<file path="src/rtl/sat_counter.sv">
// Saturating up-counter with synchronous clear; clear and increment in the
// same cycle leave the counter at 1.
module sat_counter #(
    parameter int W = 16
) (
    input  logic         clk,
    input  logic         rst_n,
    input  logic         inc,
    input  logic         clr,
    output logic [W-1:0] q
);

    logic [W-1:0] q_d;
    logic [W-1:0] q_q;

    // Clear first, then count, stopping at all-ones.
    always_comb begin
        q_d = q_q;
        if (clr) begin
            q_d = '0;
        end
        if (inc && (q_d != '1)) begin
            q_d = q_d + W'(1);
        end
    end

    // Counter register.
    always_ff @(posedge clk or negedge rst_n) begin
        if (!rst_n) begin
            q_q <= '0;
        end else begin
            q_q <= q_d;
        end
    end

    assign q = q_q;

endmodule

</file>
<file path="config.mk">
export PLATFORM = sky130hd
export DESIGN_NAME = sat_counter
export DESIGN_NICKNAME = d
export VERILOG_FILES = /design/src/rtl/sat_counter.sv
export SDC_FILE = /design/constraint.sdc
export NUM_CORES = 1
export LEC_CHECK = 0
export ABC_AREA = 1
export CAP_MARGIN = 20
export CORE_AREA = 3 3 51 53
export CTS_BUF_LIST = sky130_fd_sc_hd__clkbuf_8
export CTS_CLUSTER_DIAMETER = 80
export DETAILED_ROUTE_END_ITERATION = 7
export DIE_AREA = 0 0 54 56
export GPL_TIMING_DRIVEN = 1
export PLACE_DENSITY = 0.79
export SYNTH_ARGS = -nofsm -noshare
export SYNTH_HDL_FRONTEND = slang
export SYNTH_SLANG_ARGS = --single-unit
</file>
<file path="constraint.sdc">
create_clock -name clk -period 2 [get_ports clk]
set_clock_uncertainty 0.1 [all_clocks]
set_input_delay 0.2 -clock clk [delete_from_list [all_inputs] [get_ports clk]]
set_output_delay 0.2 -clock clk [all_outputs]
set_load 0.05 [all_outputs]
</file>
### Word level (Yosys, flattened, before mapping)

Cells that the tools add are included.

* mux-type cells: 2
* reduce and logical (&&, ||, !) cells: 1
* eq/ne operators: 1
* $add $sub $neg: 1

Operators by type and width (count)
* 16-bit 2-to-1 mux: 2
* 16-bit by 1-bit adder with 16-bit output, second input constant: 1
* 16-bit != test, second input constant: 1
* 1-bit logical AND: 1

* word-level logic and storage cells: 6
* input port bits: 4
* flip-flop bits (word level): 16
* output and inout bits: 16

### Logic depth before layout (Yosys ltp)

Gate-level depths: netlist (run 1).

* word-level depth: 4
* gate-level depth with buffers: 11
* mapped depth without buffers: 10

### Least setup slack after synthesis (run 1)

Ideal clock, no wire load.

* kind: register to register
* start point: reg q_q[1], in the netlist q[1]
* end point: reg q_q[1], in the netlist q[1]
* stages on the path, launching flop included: 10
* buffers on the path: 1
* setup slack: 213 ps
* data required time: 1835 ps
* period minus slack after synthesis: 1787 ps
* setup time: 65 ps
* data arrival time: 1622 ps
* cell sequence: dfrtp_1 nand3_2 inv_2 nand2_2 nor2_4 nand2_4 nand2_2 buf_6 nand3_2 nand2_1

* word-level cells in the longest chain between the ends: 4
* elaborated cells on any way between the ends: 5
* classes of those cells: add/sub: 1; eq/ne: 1; mux: 2; reduce/logical: 1

Ends and longest elaborated chain
* start: declaration: RTL line 14 `logic [W-1:0] q_q;`
* start signal: assignment: RTL line 32 `q_q <= q_d;`
* 16-bit 2-to-1 mux *: RTL line 19 `if (clr) begin`
* parallel branches: the longest is 2 deep, another holds 16-bit by 1-bit adder with 16-bit output
* 16-bit 2-to-1 mux *: RTL line 22 `if (inc && (q_d != '1)) begin`
* via q_d[1]: RTL line 13 `logic [W-1:0] q_d;`

Mark *: on every way through the listed nets, which the timed path passes.

### Worst setup path in the final report (run 1)

* start point: reg q_q[1], in the netlist q[1]
* end point: out q[1]

RTL lines
* end: declaration: RTL line 10 `output logic [W-1:0] q`

No word-level cell between the ends.

==> results of run 1 <==
routing by layer:
layer | vias to the layer above | track usage | part of all wire
li1 | 632 | - | -
met1 | 551 | 0.304 | 0.47
met2 | 31 | 0.337 | 0.46
met3 | 4 | 0.0429 | 0.047
met4 | 0 | 0.103 | 0.019
met5 | - | 0 | 0
worst min-delay path by stage:
| stage | to | start | cells past startpoint | slack, ns |
|---|---|---|---|---|
| 6_report | q[0] | rst_n | 2 | 0.17 |
| 4_1_cts | q[0] | rst_n | 2 | 0.17 |
| 3_5_place_dp | q[15] | q[15] | 2 | 0.43 |
| 5_1_grt | q[0] | rst_n | 2 | 0.18 |
| 3_3_place_gp | q[15] | q[15] | 2 | 0.42 |
| 2_1_floorplan | q[0] | rst_n | 0 | -0.20 |
area by class of cell:
cell class / count / area share
Clock buffer: 3 / 0.0277
Inverter: 27 / 0.0679
Multi-Input combinational cell: 139 / 0.440
Sequential cell: 16 / 0.268
Tap cell: 28 / 0.0235
Timing Repair Buffer: 28 / 0.173
cells in the mapped netlist (all sizes together):
cell     n
xnor2    2
nand3b   2
o22ai    1
nor3     1
nand2   69
nand3   19
nand4    8
xor2     2
nor2    33
o21ai    2
dfrtp   16
buf      4
inv     27
kinds of logic after synthesis:
| kind of cell | share of synthesized area |
|---|---|
| and+or+nand+nor | 0.508 |
| xor gates and xnor gates | 0.0294 |
| AOI/OAI and AO/OA | 0.0137 |
| buffers and inverters | 0.112 |
| DFF | 0.336 |
per-stage QoR:
| step | power (uW) | util |
|---|---|---|
| 6_report | 667 | 0.681 |
| 2_1_floorplan | 392 | - |
| 4_1_cts | 677 | 0.681 |
| 5_1_grt | 693 | 0.681 |
| 3_3_place_gp | 426 | 0.662 |
| 3_5_place_dp | 429 | 0.662 |
layout by cell type, fill, tap and decap left out:
master           instances
o22ai_1                  1
o21ai_1                  2
xnor2_1                  2
buf_4                    9
nand2_4                  2
xor2_1                   2
nand2_1                 65
nor2_4                   2
clkbuf_8                 3
nand3_1                 15
clkdlybuf4s50_1         19
nor2_2                   1
nand3_2                  4
nand3b_1                 2
inv_2                    4
inv_1                   23
nor3_1                   1
nor2_1                  30
dfrtp_1                 16
nand2_2                  2
nand4_1                  8
power groups by stage:
stage	Sequential [uW]	Combinational (uW)	Clock (uW)
final	337	85.7	244
after global routing	338	92.2	263
after CTS	337	86.1	254
after detailed placement	343	86.3	0
after global placement	343	83.8	0
after floorplan	358	33.4	0
==> metrics.txt, run 1 <==
# TYPE chip_impl_metric gauge
chip_impl_info{name="outcome",value="complete, no violations"} 1
chip_impl_info{name="holdCritPathClass",value="input port to asynchronous set/reset pin"} 1
chip_impl_metric{name="cp_num_buf_inv",unit=""} 1
chip_impl_metric{name="route.detailed.vias_per_inst",unit=""} 5.05
chip_impl_info{name="critPathLaunch",value="q[1]"} 1
chip_impl_info{name="cp-start-kind",value="flip-flop"} 1
chip_impl_metric{name="multiInputGateArea",unit="sq um"} 657
chip_impl_metric{name="worst_slew_margin_rel",unit=""} 0.666
chip_impl_metric{name="post-route-period-util",unit=""} 0.933
chip_impl_metric{name="routabilityCongestion",unit=""} 0.891
chip_impl_metric{name="post-route-worst-setup-slack",unit="ns"} 0.133
chip_impl_metric{name="fmax_achieved",unit="MHz"} 536
chip_impl_metric{name="dieArea",unit="sq um"} 3020
chip_impl_metric{name="n_antenna_cell",unit=""} 0
chip_impl_metric{name="clk_latency",unit="ns"} 0.25
chip_impl_metric{name="post_cts.repair.setup_buffers",unit=""} 0
chip_impl_info{name="tritoncts_clock_tree",value="built"} 1
chip_impl_metric{name="finish.instance_area",unit="sq um"} 1490
chip_impl_info{name="netlist.top_cell.by_area",value="dfrtp_1"} 1
chip_impl_metric{name="n_fill_cell",unit=""} 180
chip_impl_metric{name="core_area",unit="sq um"} 2190
chip_impl_info{name="setup.worst_path.end",value="q[1]"} 1
chip_impl_metric{name="net-switching-power",unit="uW"} 177
chip_impl_metric{name="areaGrowthSynthToFinish",unit="%"} 25.3
chip_impl_metric{name="route.detailed.drc",unit=""} 0
chip_impl_metric{name="worstPathArrival",unit="ns"} 1.57
chip_impl_metric{name="drt-pass1-iter-count",unit=""} 4
chip_impl_metric{name="fin_hold_ws",unit="ns"} 0.167
chip_impl_metric{name="max_stage_delay",unit="ns"} 0.85
chip_impl_metric{name="rrSetupSlack",unit="ns"} 0.41
chip_impl_metric{name="setup_total_negative_slack",unit="ns"} 0
chip_impl_metric{name="tightest_slew",unit="ns"} 0.499
chip_impl_metric{name="vdd_drop_max",unit="mV"} 0.395
chip_impl_metric{name="avgRoutedWirePerCell",unit="um"} 12.3
chip_impl_metric{name="finalSetupViolations",unit=""} 0
chip_impl_metric{name="post_route_cells_drive_above_1_share",unit=""} 0.127
chip_impl_metric{name="num_vias",unit=""} 1218
chip_impl_info{name="timing.critical_path.cells",value="clkdlybuf4s50_1"} 1
chip_impl_metric{name="grt_remaining_overflow",unit=""} 0
chip_impl_metric{name="tritoncts.num_buffers",unit=""} 3
chip_impl_info{name="timing.critical_path.max_delay_family",value="buffers and inverters"} 1
chip_impl_info{name="critical_path_class",value="flip-flop to primary output"} 1
chip_impl_metric{name="power_density",unit="nW/um^2"} 447
chip_impl_metric{name="synth_area_per_cell",unit="sq um"} 6.40
chip_impl_metric{name="place_inst",unit=""} 238
chip_impl_metric{name="seqPwrFrac",unit=""} 0.506
chip_impl_info{name="end_kind",value="primary output"} 1
chip_impl_metric{name="seq_area_frac_synth",unit=""} 0.336
chip_impl_metric{name="portion_of_total_power_attributed_to_combinational_logic",unit=""} 0.129
chip_impl_metric{name="timing.final.max_slew_violations",unit=""} 0
chip_impl_metric{name="crit_cells",unit=""} 1
chip_impl_metric{name="cp_data_required_time",unit="ns"} 1.70
chip_impl_metric{name="internal_power",unit="uW"} 490
chip_impl_metric{name="fin_hold_viols",unit=""} 0
chip_impl_metric{name="min_period",unit="ns"} 1.87
chip_impl_metric{name="ios",unit=""} 20
chip_impl_metric{name="detail_route.iter0.violations",unit=""} 40
chip_impl_metric{name="nets",unit=""} 219
chip_impl_metric{name="final-instance-count-excl-fill",unit=""} 241
chip_impl_metric{name="drt.antenna.violating_nets",unit=""} 0
chip_impl_metric{name="largest_reg_flops",unit=""} 16
chip_impl_info{name="cell_types_occupying_the_most_area_after_synthesis",value="dfrtp_1 (34%), nand2_1 (20%), nor2_1 (9.5%), inv_1 (7.2%), nand3_1 (6.3%)"} 1
chip_impl_metric{name="postSynthRegisterBits",unit=""} 16
chip_impl_info{name="clock-root-buffer",value="clkbuf_8"} 1
chip_impl_metric{name="aggregate_routed_wire_length",unit="um"} 2980
chip_impl_info{name="grt_setup_unrepaired",value="false"} 1
chip_impl_info{name="r2r_start",value="q[1]"} 1
chip_impl_metric{name="area_of_the_mapped_netlist",unit="sq um"} 1190
chip_impl_metric{name="worst_slack_placed",unit="ns"} -0.0111
chip_impl_metric{name="grtUsageTotal",unit=""} 0.225
chip_impl_metric{name="synth_cells",unit=""} 186
chip_impl_metric{name="initial_antenna_violation_count",unit=""} 0
chip_impl_metric{name="dp_hpwl",unit="um"} 2260
chip_impl_metric{name="p_sw_frac",unit=""} 0.265
chip_impl_metric{name="rows",unit=""} 17
chip_impl_metric{name="power.share.clock",unit=""} 0.366
chip_impl_metric{name="io_buffer_count",unit=""} 19
chip_impl_metric{name="synth.net_count",unit=""} 190
chip_impl_metric{name="cts_max_path_buffers",unit=""} 2
chip_impl_metric{name="rr_worst_depth",unit=""} 8
chip_impl_info{name="cp_slowest_cell",value="clkdlybuf4s50_1"} 1
chip_impl_metric{name="critPathMaxFanout",unit=""} 6
chip_impl_metric{name="yosys.area.top_type_share",unit=""} 0.336
chip_impl_metric{name="cts-htree-levels",unit=""} 1
chip_impl_metric{name="cts-hold-fix-buffers",unit=""} 0
chip_impl_metric{name="cellLeakagePower",unit="uW"} 0.000711
chip_impl_metric{name="cts.clk_slew.worst_paths",unit="ns"} 0.06
chip_impl_metric{name="place_area",unit="sq um"} 1450
chip_impl_metric{name="max_cap_viol_count",unit=""} 0
chip_impl_metric{name="clock_sink_count",unit=""} 16
chip_impl_info{name="worstReg2RegEnd",value="q[3]"} 1
chip_impl_metric{name="start_util",unit=""} 0.544
chip_impl_metric{name="grt_first_pass_wirelength",unit="um"} 5030
chip_impl_metric{name="first_global_vias",unit=""} 1157
chip_impl_metric{name="post_cts_resize_count",unit=""} 0
chip_impl_metric{name="ys_warn_count",unit=""} 0
chip_impl_metric{name="maximum_number_of_pins_on_one_net_before_global_route_repair",unit=""} 17
chip_impl_metric{name="layout.area.seq",unit="sq um"} 400
chip_impl_metric{name="fp.dieW",unit="um"} 54
chip_impl_metric{name="synth.distinct_cells",unit=""} 20
chip_impl_metric{name="die_y",unit="um"} 56
No activity file was read; power rests on OpenSTA's default activity.
==> run 2: changes to the inputs <==
Settings changed: CORE_AREA 3 3 51 53 to 3 3 65 43, DIE_AREA 0 0 54 56 to 0 0 68 46, PLACE_DENSITY 0.79 to 0.78.
Clock period 2 ns to 2.2 ns, I/O delays scaled along.
==> run 2 against run 1 <==
Against the previous run:
- die area grew 3.4%
- utilization shrank 1.3 points
- sequential share of layout area grew 0.67 points
- global-route usage grew 0.41 points
- sequential power shrank 8.9%
- non-clock buffer count shrank 7
- final area shrank 2.4%
- critical path depth is the same
- routed wire length grew 1.3%
- total power shrank 3.1%
- worst hold slack gained 0.15 ns
- setup slack gained 0.14 ns
- largest cell class unchanged
==> metrics.txt, run 2 (synthesis results as in run 1) <==
# TYPE chip_impl_metric gauge
chip_impl_metric{name="timing.final.max_slew_violations",unit=""} 0
chip_impl_metric{name="fin_hold_viols",unit=""} 0
chip_impl_metric{name="fp.dieW",unit="um"} 68
chip_impl_metric{name="tightest_slew",unit="ns"} 0.763
chip_impl_metric{name="cellLeakagePower",unit="uW"} 0.000685
chip_impl_metric{name="n_antenna_cell",unit=""} 0
chip_impl_metric{name="first_global_vias",unit=""} 1124
chip_impl_metric{name="cts-htree-levels",unit=""} 1
chip_impl_metric{name="place_area",unit="sq um"} 1400
chip_impl_info{name="critPathLaunch",value="q[1]"} 1
chip_impl_metric{name="detail_route.iter0.violations",unit=""} 103
chip_impl_metric{name="worst_slew_margin_rel",unit=""} 0.490
chip_impl_metric{name="grt_first_pass_wirelength",unit="um"} 5200
chip_impl_metric{name="cts_max_path_buffers",unit=""} 2
chip_impl_metric{name="post_cts_resize_count",unit=""} 0
chip_impl_metric{name="die_y",unit="um"} 46
chip_impl_info{name="timing.critical_path.cells",value="clkdlybuf4s50_1"} 1
chip_impl_info{name="r2r_start",value="q[1]"} 1
chip_impl_info{name="grt_setup_unrepaired",value="false"} 1
chip_impl_metric{name="min_period",unit="ns"} 1.92
chip_impl_metric{name="rrSetupSlack",unit="ns"} 0.51
chip_impl_metric{name="dp_hpwl",unit="um"} 2300
chip_impl_metric{name="nets",unit=""} 212
chip_impl_info{name="clock-root-buffer",value="clkbuf_8"} 1
chip_impl_metric{name="rows",unit=""} 13
chip_impl_metric{name="cp_num_buf_inv",unit=""} 1
chip_impl_info{name="cp-start-kind",value="flip-flop"} 1
chip_impl_metric{name="finish.instance_area",unit="sq um"} 1460
chip_impl_metric{name="tritoncts.num_buffers",unit=""} 3
chip_impl_metric{name="rr_worst_depth",unit=""} 8
chip_impl_metric{name="post_route_cells_drive_above_1_share",unit=""} 0.101
chip_impl_metric{name="post_cts.repair.setup_buffers",unit=""} 0
chip_impl_metric{name="worstPathArrival",unit="ns"} 1.60
chip_impl_metric{name="drt.antenna.violating_nets",unit=""} 0
chip_impl_metric{name="post-route-period-util",unit=""} 0.874
chip_impl_info{name="final_cell_mix",value="nand2_1 (65), nor2_1 (30), inv_1 (23), clkdlybuf4s50_1 (19), dfrtp_1 (16)"} 1
chip_impl_metric{name="fin_hold_ws",unit="ns"} 0.316
chip_impl_info{name="critical_path_class",value="flip-flop to primary output"} 1
chip_impl_metric{name="setup_total_negative_slack",unit="ns"} 0
chip_impl_metric{name="critPathMaxFanout",unit=""} 6
chip_impl_metric{name="fmax_achieved",unit="MHz"} 520
chip_impl_metric{name="clk_latency",unit="ns"} 0.25
chip_impl_metric{name="grt_remaining_overflow",unit=""} 0
chip_impl_metric{name="grtUsageTotal",unit=""} 0.229
chip_impl_metric{name="clock_sink_count",unit=""} 16
chip_impl_metric{name="maximum_number_of_pins_on_one_net_before_global_route_repair",unit=""} 19
chip_impl_info{name="setup.worst_path.end",value="q[1]"} 1
chip_impl_metric{name="core_area",unit="sq um"} 2180
chip_impl_metric{name="initial_antenna_violation_count",unit=""} 0
chip_impl_info{name="timing.critical_path.max_delay_family",value="buffers and inverters"} 1
chip_impl_metric{name="num_vias",unit=""} 1244
chip_impl_metric{name="aggregate_routed_wire_length",unit="um"} 3010
chip_impl_metric{name="drt-pass1-iter-count",unit=""} 4
chip_impl_metric{name="dieArea",unit="sq um"} 3130
chip_impl_info{name="holdCritPathClass",value="input port to asynchronous set/reset pin"} 1
chip_impl_info{name="cp_slowest_cell",value="clkdlybuf4s50_1"} 1
chip_impl_metric{name="areaGrowthSynthToFinish",unit="%"} 22.3
chip_impl_metric{name="cp_data_required_time",unit="ns"} 1.88
chip_impl_metric{name="final_core_utilization",unit=""} 0.668
chip_impl_metric{name="vdd_drop_max",unit="mV"} 0.417
chip_impl_metric{name="largest_reg_flops",unit=""} 16
chip_impl_metric{name="route.detailed.vias_per_inst",unit=""} 5.25
chip_impl_metric{name="max_stage_delay",unit="ns"} 0.86
chip_impl_info{name="most_frequent_standard_cell_in_the_layout_excluding_fill_and_tap_cells",value="nand2_1"} 1
chip_impl_metric{name="routabilityCongestion",unit=""} 0.939
chip_impl_info{name="outcome",value="complete, no violations"} 1
chip_impl_info{name="end_kind",value="primary output"} 1
chip_impl_metric{name="route.detailed.drc",unit=""} 0
chip_impl_metric{name="io_buffer_count",unit=""} 19
chip_impl_info{name="tritoncts_clock_tree",value="built"} 1
chip_impl_metric{name="avgRoutedWirePerCell",unit="um"} 12.7
chip_impl_metric{name="power_density",unit="nW/um^2"} 444
chip_impl_metric{name="max_cap_viol_count",unit=""} 0
chip_impl_metric{name="finalSetupViolations",unit=""} 0
chip_impl_metric{name="ios",unit=""} 20
chip_impl_metric{name="crit_cells",unit=""} 1
chip_impl_metric{name="cts-hold-fix-buffers",unit=""} 0
chip_impl_metric{name="cts.clk_slew.worst_paths",unit="ns"} 0.07
chip_impl_info{name="worstReg2RegEnd",value="q[10]"} 1
chip_impl_metric{name="start_util",unit=""} 0.546
-- run 2: metal layers --
layer / wire length (um) / vias to the layer above / global-route usage / part of all wire
met2: 1230 / 55 / 0.341 / 0.41
met5: 0 / - / 0 / 0
li1: - / 614 / - / -
met4: 17 / 0 / 0.0356 / 0.0056
met3: 230 / 2 / 0.0667 / 0.076
met1: 1540 / 573 / 0.332 / 0.51
-- run 2: metrics by stage --
step | power [uW] | setup WS, ns | instances
after detailed placement | 385 | 0.0691 | 233
final | 646 | 0.277 | 237
after global routing | 674 | 0.156 | 237
after floorplan | 356 | 0.413 | 186
after CTS | 648 | 0.280 | 237
after global placement | 384 | 0.133 | 233
-- run 2: layout make-up --
cell class              count  area, sq um
clock buffers               4         55.1
fillers                   208          723
inverters                  27          101
multi-input cells         139          657
flip-flops and latches     16          400
well taps                  30         37.5
repair buffers             21          205
-- run 2: how the worst min path moves through the flow --
stage / startpoint / endpoint / slack, ns / cells after the start
after floorplan: rst_n / q[0] / -0.18 / 0
final: rst_n / q[1] / 0.32 / 1
after CTS: rst_n / q[3] / 0.34 / 1
after detailed placement: q[15] / q[15] / 0.42 / 2
after global routing: rst_n / q[9] / 0.38 / 1
after global placement: q[15] / q[15] / 0.43 / 2
-- run 2: power breakdown --
group / switching (uW) / leakage [uW] / internal (uW)
Sequential: 8.63 / 0.000221 / 299
Clock: 107 / 0.0000288 / 159
Combinational: 51.8 / 0.000436 / 21.4
Total: 168 / 0.000685 / 479
==> run 3: changes to the inputs <==
Settings changed: ABC_AREA 1 to 0, CORE_AREA 3 3 65 43 to 3 3 45 47, DIE_AREA 0 0 68 46 to 0 0 48 50, PLACE_DENSITY 0.78 to not set, PLACE_DENSITY_LB_ADDON set to 0.05.
==> run 3 against run 2 <==
Against the previous run:
- register-to-register slack improved by 0.04 ns
- critical path depth did not move
- clock power fell by 18%
==> metrics.txt, run 3 <==
# TYPE chip_impl_metric gauge
chip_impl_info{name="synthTopCellsByCount",value="dfrtp_1 (16), nand2_1 (9), a21oi_1 (6)"} 1
chip_impl_metric{name="cts-htree-levels",unit=""} 1
chip_impl_metric{name="post-route-period-util",unit=""} 0.861
chip_impl_metric{name="seq_area_frac_synth",unit=""} 0.434
chip_impl_metric{name="nets",unit=""} 112
chip_impl_info{name="final_cell_mix",value="clkdlybuf4s50_1 (19), dfrtp_1 (16), nand2_1 (9), a21oi_1 (6), inv_1 (5)"} 1
chip_impl_metric{name="ios",unit=""} 20
chip_impl_metric{name="worstPathArrival",unit="ns"} 1.57
chip_impl_metric{name="rows",unit=""} 15
chip_impl_metric{name="finalSetupViolations",unit=""} 0
chip_impl_metric{name="first_global_vias",unit=""} 725
chip_impl_metric{name="ys_warn_count",unit=""} 0
chip_impl_metric{name="cellLeakagePower",unit="uW"} 0.000576
chip_impl_metric{name="cp_data_required_time",unit="ns"} 1.88
chip_impl_metric{name="cp_num_buf_inv",unit=""} 1
chip_impl_info{name="cp-start-kind",value="flip-flop"} 1
chip_impl_metric{name="post_synthesis_async_set_or_reset_flop_share",unit=""} 1.00
chip_impl_metric{name="power_density",unit="nW/um^2"} 489
chip_impl_metric{name="die_y",unit="um"} 50
chip_impl_metric{name="grt_first_pass_wirelength",unit="um"} 3350
chip_impl_info{name="tritoncts_clock_tree",value="built"} 1
chip_impl_info{name="clock-root-buffer",value="clkbuf_8"} 1
chip_impl_info{name="synth.most_common_cell",value="dfrtp_1"} 1
chip_impl_metric{name="start_util",unit=""} 0.547
chip_impl_info{name="end_kind",value="primary output"} 1
chip_impl_metric{name="max_stage_delay",unit="ns"} 0.85
chip_impl_metric{name="synth_area_per_cell",unit="sq um"} 10.9
chip_impl_metric{name="cts-hold-fix-buffers",unit=""} 0
chip_impl_metric{name="post_cts_resize_count",unit=""} 0
chip_impl_metric{name="clk_latency",unit="ns"} 0.25
chip_impl_metric{name="initial_antenna_violation_count",unit=""} 0
chip_impl_metric{name="synth.distinct_cells",unit=""} 37
chip_impl_metric{name="timing.final.max_slew_violations",unit=""} 0
chip_impl_metric{name="clock_sink_count",unit=""} 16
chip_impl_metric{name="final-instance-count-excl-fill",unit=""} 123
chip_impl_metric{name="place_inst",unit=""} 120
chip_impl_metric{name="max_cap_viol_count",unit=""} 0
chip_impl_metric{name="cts.clk_slew.worst_paths",unit="ns"} 0.06
chip_impl_metric{name="cts_max_path_buffers",unit=""} 2
chip_impl_metric{name="area_of_the_mapped_netlist",unit="sq um"} 923
chip_impl_metric{name="drt.antenna.violating_nets",unit=""} 0
chip_impl_metric{name="n_antenna_cell",unit=""} 0
chip_impl_metric{name="multiInputGateArea",unit="sq um"} 489
chip_impl_metric{name="fmax_achieved",unit="MHz"} 528
chip_impl_metric{name="route.detailed.drc",unit=""} 0
chip_impl_metric{name="setup_total_negative_slack",unit="ns"} 0
chip_impl_metric{name="yosys.area.top_type_share",unit=""} 0.434
chip_impl_metric{name="drt-pass1-iter-count",unit=""} 4
chip_impl_info{name="most_frequent_standard_cell_in_the_layout_excluding_fill_and_tap_cells",value="clkdlybuf4s50_1"} 1
chip_impl_info{name="outcome",value="complete, no violations"} 1
chip_impl_metric{name="fin_hold_viols",unit=""} 0
chip_impl_metric{name="grt_remaining_overflow",unit=""} 0
chip_impl_info{name="timing.critical_path.cells",value="clkdlybuf4s50_1"} 1
chip_impl_info{name="holdCritPathClass",value="input port to asynchronous set/reset pin"} 1
chip_impl_metric{name="aggregate_routed_wire_length",unit="um"} 1860
chip_impl_metric{name="core_area",unit="sq um"} 1690
chip_impl_metric{name="dp_hpwl",unit="um"} 1360
chip_impl_metric{name="detail_route.iter0.violations",unit=""} 9
chip_impl_metric{name="vdd_drop_max",unit="mV"} 0.394
chip_impl_metric{name="synth_cells",unit=""} 85
chip_impl_metric{name="post_route_cells_drive_above_1_share",unit=""} 0.179
chip_impl_metric{name="synth.net_count",unit=""} 89
chip_impl_metric{name="n_fill_cell",unit=""} 138
chip_impl_metric{name="worst_slew_margin_rel",unit=""} 0.511
chip_impl_metric{name="tightest_slew",unit="ns"} 0.731
chip_impl_info{name="cell_types_occupying_the_most_area_after_synthesis",value="dfrtp_1 (43%), nor4_4 (4.6%), nand2_1 (3.7%), a21oi_1 (3.3%), mux2i_1 (3.3%)"} 1
chip_impl_info{name="grt_setup_unrepaired",value="false"} 1
chip_impl_metric{name="io_buffer_count",unit=""} 19
chip_impl_metric{name="dieArea",unit="sq um"} 2400
chip_impl_metric{name="tritoncts.num_buffers",unit=""} 3
chip_impl_metric{name="min_period",unit="ns"} 1.89
chip_impl_info{name="timing.critical_path.max_delay_family",value="buffers and inverters"} 1
chip_impl_metric{name="finish.instance_area",unit="sq um"} 1170
chip_impl_metric{name="largest_reg_flops",unit=""} 16
chip_impl_metric{name="post_cts.repair.setup_buffers",unit=""} 0
chip_impl_metric{name="avgRoutedWirePerCell",unit="um"} 15.2
chip_impl_metric{name="fp.dieW",unit="um"} 48
chip_impl_metric{name="edff_count_synth",unit=""} 0
chip_impl_metric{name="routabilityCongestion",unit=""} 0.808
chip_impl_metric{name="areaGrowthSynthToFinish",unit="%"} 26.6
chip_impl_metric{name="grtUsageTotal",unit=""} 0.192
chip_impl_info{name="cp_slowest_cell",value="clkdlybuf4s50_1"} 1
chip_impl_metric{name="maximum_number_of_pins_on_one_net_before_global_route_repair",unit=""} 17
chip_impl_metric{name="place_area",unit="sq um"} 1130
chip_impl_metric{name="critPathMaxFanout",unit=""} 7
chip_impl_info{name="critical_path_class",value="flip-flop to primary output"} 1
chip_impl_metric{name="layout.area.seq",unit="sq um"} 400
chip_impl_metric{name="route.detailed.vias_per_inst",unit=""} 5.89
chip_impl_info{name="synth_ff_type",value="dfrtp_1"} 1
chip_impl_info{name="netlist.top_cell.by_area",value="dfrtp_1"} 1
chip_impl_metric{name="num_vias",unit=""} 725
chip_impl_metric{name="postSynthRegisterBits",unit=""} 16
run 3: cell types whose count changed after synthesis, sizes merged, moves of 6 or more:
| cell | before | now |
|---|---|---|
| inv | 27 | 5 |
| nand4 | 8 | 2 |
| nand3 | 19 | 4 |
| a21oi | 0 | 6 |
| nand2 | 69 | 9 |
| nor2 | 33 | 3 |
run 3: cell families after synthesis:
logic type | after synthesis | synth area share
AOI/OAI and AO/OA | 18 | 0.117
xor gates and xnor gates | 2 | 0.0190
muxes | 3 | 0.0325
buffers and inverters | 7 | 0.0366
DFF | 16 | 0.434
and+or+nand+nor | 39 | 0.362
run 3: worst reg2reg max path, delay by kind of cell (launching register included):
family	cells	cell delay [ns]
flip-flops	1	0.43
AND/OR/NAND/NOR	4	0.99
run 3: report_power, final:
group | total (uW) | leakage [uW] | internal, uW | switching (uW)
registers | 304 | 0.000221 | 298 | 5.49
clock network | 217 | 0.0000216 | 121 | 95.6
logic | 50.5 | 0.000334 | 19.1 | 31.4
total | 571 | 0.000576 | 438 | 133
run 3: layer usage:
layer / GRT usage / vias to the layer above / wire length (um)
met5: 0 / - / 0
met4: 0.0673 / 0 / 8
met3: 0.0328 / 2 / 50
met2: 0.300 / 15 / 908
met1: 0.259 / 347 / 898
li1: - / 361 / -
run 3: cell type report:
cell class,instances,area share
clock buffers,3,0.0353
inverters,5,0.0161
well taps,17,0.0182
repair buffers,20,0.169
flip-flops and latches,16,0.343
multi-input cells,62,0.419
run 3: through the flow:
| stage | setup slack, ns | utilization | total power, uW | hold WS (ns) |
|---|---|---|---|---|
| after floorplan | 0.364 | - | 337 | -0.176 |
| after global placement | 0.172 | 0.667 | 360 | 0.406 |
| after detailed placement | 0.148 | 0.667 | 361 | 0.395 |
| after CTS | 0.296 | 0.692 | 578 | 0.339 |
| after global routing | 0.249 | 0.692 | 602 | 0.358 |
| final | 0.306 | 0.692 | 571 | 0.308 |
run 3: worst paths after layout:
kind	to	slack, ns	cells past startpoint	from
setup / recovery	q[12]	0.31	1	q[12]
hold / removal	q[12]	0.31	1	rst_n
setup reg to reg	q[14]	0.55	4	q[0]
hold reg to reg	q[15]	0.42	1	q[15]
max in group asynchronous	q[9]	1.23	1	rst_n
min in group clk	q[15]	0.42	1	q[15]
